File: src/rtl/luces_pkg.sv
`default_nettype none
// ============================================================================
// Module   : luces_pkg
// Purpose  : Shared definitions for the luces_modos light sequencer. It holds
//            the state encoding, the mode constants and the mode-to-duration
//            lookup.
// Revision : 1.0 - initial release
// ============================================================================
package luces_pkg;

  typedef enum logic [2:0] {
    IDLE  = 3'b000,
    RUN   = 3'b001,
    PAUSA = 3'b010,
    FINAL = 3'b100
  } state_t;

  localparam logic [1:0] M_RAPIDO = 2'd0;
  localparam logic [1:0] M_NORMAL = 2'd1;
  localparam logic [1:0] M_LENTO  = 2'd2;
  localparam logic [1:0] M_LENTO2 = 2'd3;

  // Returns the run length in cycles for the selected mode.
  function automatic int dur_for(input logic [1:0] mode,
                                 input int d0, input int d1,
                                 input int d2, input int d3);
    int d;
    case (mode)
      M_RAPIDO: d = d0;
      M_NORMAL: d = d1;
      M_LENTO:  d = d2;
      default:  d = d3;
    endcase
    return d;
  endfunction

endpackage
`default_nettype wire

File: src/rtl/luces_modos_contador_dur.sv
`default_nettype none
// ============================================================================
// Module   : contador_dur
// Purpose  : Run-length counter for luces_modos. The counter clears to zero,
//            advances by one when enabled and flags the terminal value.
// Ports    : clk, reset (sync, active-high), clear, enable,
//            terminal[CNT_W] (last count value of the run),
//            cuenta[CNT_W] (current count), at_terminal
// Revision : 1.0 - initial release
// ============================================================================
module contador_dur #(
  parameter int CNT_W = 6
) (
  input  logic             clk,
  input  logic             reset,
  input  logic             clear,
  input  logic             enable,
  input  logic [CNT_W-1:0] terminal,
  output logic [CNT_W-1:0] cuenta,
  output logic             at_terminal
);

  always_ff @(posedge clk) begin
    if (reset || clear) begin
      cuenta <= '0;
    end else if (enable) begin
      cuenta <= cuenta + CNT_W'(1);
    end
  end

  assign at_terminal = (cuenta == terminal);

endmodule
`default_nettype wire

File: src/rtl/luces_modos.sv
`default_nettype none
// ============================================================================
// Module   : luces_modos
// Purpose  : Light sequencer with four selectable run durations, pause, abort
//            and an acknowledge-to-restart final state.
// Ports    : CLK, RESET (sync, active-high), START, MODE[2], PAUSE, ABORT,
//            ACK -> LUZ_ROJA, LUZ_AMARILLA, LUZ_VERDE, DONE (1-cycle pulse),
//            MODE_ACT[2], CUENTA[CNT_W]
// Params   : CNT_W counter width; DUR0..DUR3 run lengths, 1..2**CNT_W
// Revision : 1.0 - initial release
// ============================================================================
module luces_modos
  import luces_pkg::*;
#(
  parameter int CNT_W = 6,
  parameter int DUR0  = 10,
  parameter int DUR1  = 20,
  parameter int DUR2  = 30,
  parameter int DUR3  = 40
) (
  input  logic             CLK,
  input  logic             RESET,
  input  logic             START,
  input  logic [1:0]       MODE,
  input  logic             PAUSE,
  input  logic             ABORT,
  input  logic             ACK,
  output logic             LUZ_ROJA,
  output logic             LUZ_AMARILLA,
  output logic             LUZ_VERDE,
  output logic             DONE,
  output logic [1:0]       MODE_ACT,
  output logic [CNT_W-1:0] CUENTA
);

  state_t           state;
  state_t           next_state;
  logic [1:0]       mode_act;
  logic             done;
  logic             cnt_clear;
  logic             cnt_enable;
  logic             at_terminal;
  logic [CNT_W-1:0] terminal;

  // Last count value of the run; DUR <= 2**CNT_W so DUR-1 always fits.
  assign terminal = CNT_W'(dur_for(mode_act, DUR0, DUR1, DUR2, DUR3) - 1);

  always_ff @(posedge CLK) begin
    if (RESET) begin
      state    <= IDLE;
      mode_act <= M_RAPIDO;
      done     <= 1'b0;
    end else begin
      state <= next_state;
      if (state == IDLE && START) begin
        mode_act <= MODE;
      end
      done <= (state == RUN) && (next_state == FINAL);
    end
  end

  always_comb begin
    next_state = state;
    case (state)
      IDLE:  if (START) next_state = RUN;
      RUN: begin
        if (ABORT)            next_state = IDLE;
        else if (PAUSE)       next_state = PAUSA;
        else if (at_terminal) next_state = FINAL;
      end
      PAUSA: begin
        if (ABORT)       next_state = IDLE;
        else if (!PAUSE) next_state = RUN;
      end
      FINAL: if (ACK) next_state = IDLE;
      default: next_state = IDLE;
    endcase
  end

  // The count only advances on RUN->RUN edges: entering PAUSA and leaving it
  // both hold the value, so the run resumes exactly where it stopped.
  assign cnt_enable = (state == RUN) && (next_state == RUN);
  assign cnt_clear  = (next_state == IDLE) || (next_state == FINAL);

  contador_dur #(
    .CNT_W(CNT_W)
  ) u_contador (
    .clk        (CLK),
    .reset      (RESET),
    .clear      (cnt_clear),
    .enable     (cnt_enable),
    .terminal   (terminal),
    .cuenta     (CUENTA),
    .at_terminal(at_terminal)
  );

  // Modes 0/1 run on green, modes 2/3 on yellow.
  always_comb begin
    LUZ_ROJA     = 1'b1;
    LUZ_AMARILLA = 1'b0;
    LUZ_VERDE    = 1'b0;
    case (state)
      RUN: begin
        LUZ_ROJA     = 1'b0;
        LUZ_AMARILLA = mode_act[1];
        LUZ_VERDE    = ~mode_act[1];
      end
      PAUSA: begin
        LUZ_AMARILLA = mode_act[1];
        LUZ_VERDE    = ~mode_act[1];
      end
      FINAL: begin
        LUZ_AMARILLA = 1'b1;
        LUZ_VERDE    = 1'b1;
      end
      default: ;
    endcase
  end

  assign DONE     = done;
  assign MODE_ACT = mode_act;

endmodule
`default_nettype wire

File: config.mk
export PLATFORM = sky130hd
export DESIGN_NAME = luces_modos
export DESIGN_NICKNAME = d
export VERILOG_FILES = /design/src/rtl/luces_pkg.sv /design/src/rtl/luces_modos_contador_dur.sv /design/src/rtl/luces_modos.sv
export SDC_FILE = /design/constraint.sdc
export NUM_CORES = 1
export LEC_CHECK = 0
export ABC_AREA = 1
export CORE_MARGIN = 3
export CORE_UTILIZATION = 25
export CTS_BUF_LIST = sky130_fd_sc_hd__clkbuf_8
export DETAILED_ROUTE_END_ITERATION = 6
export SYNTH_ARGS = -nofsm -noshare
export SYNTH_HDL_FRONTEND = slang
export SYNTH_SLANG_ARGS = --single-unit
File: constraint.sdc
create_clock -name CLK -period 4.2 [get_ports CLK]
set_input_delay 0.84 -clock CLK [delete_from_list [all_inputs] [get_ports CLK]]
set_output_delay 0.84 -clock CLK [all_outputs]
set_load 0.01 [all_outputs]
==> flow_metrics.tcl <==
set metrics [dict create \
    seq_area_frac_synth_pct 29.54 \
    drive_gt1_share_pct 10.07 \
    leakage_uw 0.0005018 \
    io_pins 20 \
    tns_ns 0 \
    port_buffers 19 \
    hold_path_class "register to register" \
    cp-start-kind "register" \
    track_usage_pct 10.08 \
    grt_pass1_wl_um 3146 \
    arrival_ns 1.67 \
    htreeDepth 1 \
    syn_area_per_cell_um2 6.455 \
    p_per_area_mw_per_mm2 263.9 \
    grt_pass1_vias 756 \
    synth_area_leaders "dfxtp_1, nand2_1, inv_1" \
    clk_pin_slew_worst_paths_ns 0.05 \
    sw_frac_of_total_pct 24.58 \
    slowest_delay_ns 0.56 \
    yosys_register_bits 12 \
    die_h_um 63.04 \
    hold_buffers 0 \
    cts_buffers 3 \
    cp.depth 7 \
    grt-ovfl-total 0 \
    min_period_over_period_pct 59.77 \
    yosysWarnings 0 \
    chipWidth_um 63.04 \
    cts_tree "built" \
    clkPwrFrac_pct 43.3 \
    fillCellCount 328 \
    cts_setup_buffers 0 \
    cts_root_buf "clkbuf_8" \
    required_ns 3.36 \
    clock-sinks 12 \
    cts_resized 0 \
    drtIter0Drc 22 \
    ys_types 18 \
    netSwitchingPower_uw 72.22 \
    synth_cells 126 \
    cp_top_family "buffers and inverters" \
    via_count 798 \
    ant_nets 0 \
    dp.cells 189 \
    synth_nets 138 \
    slew_headroom_pct 72.44 \
    avgRoutedWirePerCell_um 9.295 \
    layoutNonFillerInstCount 193 \
    dpl.hpwl_um 1490 \
    antenna_cells 0 \
    setup_viol 0 \
    antenna_found_initial 0 \
    cts_buffer_depth 2 \
    reg2reg_depth 10 \
    final_cell_mix "nand2_1, inv_1, clkdlybuf4s50_1, nor2_1, dfxtp_1" \
    fin_crit_ns 2.510 \
    synth_area_leader_cell "dfxtp_1" \
    p_seq_share_pct 40.8 \
    grt_max_degree 9 \
    drc 0 \
    synth_top_area_share_pct 29.54 \
    fin_worst_skew_ns 0.004192 \
    viasPerCell 4.135 \
    internal_power_uw 221.7 \
    tightest_slew_ns 0.4120 \
    core_mm2 0.003078 \
    critPathSlowestCell "clkdlybuf4s50_1" \
    fin_nets 162 \
    routabilityCongestion 0.7738 \
    start_util_pct 26.42 \
    wl_um 1794 \
    min_path_cells 2 \
    drtPass1Iterations 4 \
    status "completed" \
    max-cap-violations 0 \
    die_area_mm2 0.003973 \
    finalMaxSlewViolations 0 \
    final_common_cell "nand2_1" \
    crit_path_end_kind "primary output" \
    synth_area_um2 813.3 \
    combinationalPowerShare_pct 15.9 \
    clock.fmax_mhz 398.4 \
    vdd_ir_drop_max_v 0.00008809 \
    crit_buf_inv 3 \
    areaGrowthSynthToFinish_pct 36.92 \
    row_count 20 \
    crit_path_cell_trace "inv_2 -> nor2_2 -> nand2_2 -> nand2_1 -> inv_1 -> o21ai_0 -> clkdlybuf4s50_1" \
    clock_latency_ns 0.25 \
    worstPathMaxFanout 4 \
    grt_setup_unrepaired "false" \
    hold_viol_final 0 \
    criticalPathCategory "register to primary output" \
]
-- synth_stat cells --
cell type and number:
nand2_1 34, inv_1 25, nor2_1 17, dfxtp_1 12, nand3_1 9, ha_1 4
o21ai_0 4, a21oi_1 3, nor2_2 3, xor2_1 3, nand2_4 2, nand3_4 2
nand4_1 2, nor3_1 2, inv_2 1, nand2_2 1, nor3_4 1, or2_2 1
-- power groups by stage --
stage                     clock network, uW  logic, uW  registers [uW]
after global placement                    0       46.4             122
after CTS                               132       47.6             120
after floorplan                           0       26.8             122
final                                   127       46.8             120
after detailed placement                  0       47.4             122
after global routing                    135       52.7             120
-- cell type report --
type | instances | area, um2 | share of cell area [%]
tap | 44 | 55.05 | 4.944
multi-input combinational | 88 | 475.5 | 42.70
inverter | 26 | 97.59 | 8.764
timing repair buffer | 19 | 190.2 | 17.08
clock buffer | 4 | 55.05 | 4.944
sequential | 12 | 240.2 | 21.57
-- per-stage QoR --
| stage | total power [uW] | area (um2) | utilization, % | worst slack (ns) | hold slack [ns] |
|---|---|---|---|---|---|
| 2_1_floorplan | 149.2 | 813.3 | - | 2.396 | 0.5338 |
| 3_3_place_gp | 168.6 | 1059 | 34.39 | 1.991 | 0.5166 |
| 3_5_place_dp | 169.8 | 1059 | 34.39 | 1.949 | 0.5329 |
| 4_1_cts | 299.5 | 1114 | 36.18 | 1.672 | 0.5393 |
| 5_1_grt | 308.0 | 1114 | 36.18 | 1.537 | 0.5685 |
| 6_report | 293.9 | 1114 | 36.18 | 1.690 | 0.5296 |
-- per-layer routing --
| metal | share of wire [%] | track usage (%) | vias to the layer above |
|---|---|---|---|
| li1 | - | - | 429 |
| met1 | 43 | 10.55 | 354 |
| met2 | 50 | 17.00 | 10 |
| met3 | 3.7 | 2.878 | 5 |
| met4 | 3.0 | 7.438 | 0 |
| met5 | 0 | 0 | - |
-- worst reg2reg max path: stages, from the launching register on --
cell and delay, ns:
dfxtp_1 0.44, inv_1 0.14, ha_1 0.31, nand2_1 0.07
nand2_1 0.05, nor2_1 0.20, nand3_4 0.16, nand2_4 0.14
nand3_4 0.08, nand2_4 0.09, nor2_1 0.04
-- logic make-up (layout without fill, tap and decap cells) --
family                     count (synthesis)  in the layout  synth area share (%)
xor gates and xnor gates                   3              3                 3.231
and+or+nand+nor                           74             74                 44.77
adders and majority gates                  4              4                 6.154
DFF                                       12             12                 29.54
buffers and inverters                     26             49                 12.00
AOI/OAI and AO/OA                          7              7                 4.307
-- registers in the layout, summed over array words and instances, names as in the netlist --
signal / flops
DONE: 1
MODE_ACT: 2
state: 3
u_contador.cuenta: 6
-- worst paths after layout --
check | from | to | slack, ns
worst min-delay path | MODE_ACT[0] | MODE_ACT[0] | 0.53
worst min register to register | MODE_ACT[0] | MODE_ACT[0] | 0.53
worst max register to register | MODE_ACT[1] | u_contador.cuenta[4] | 2.37
worst max-delay path | state[0] | LUZ_AMARILLA | 1.69
Note: power is estimated with default switching activity, not from simulation.
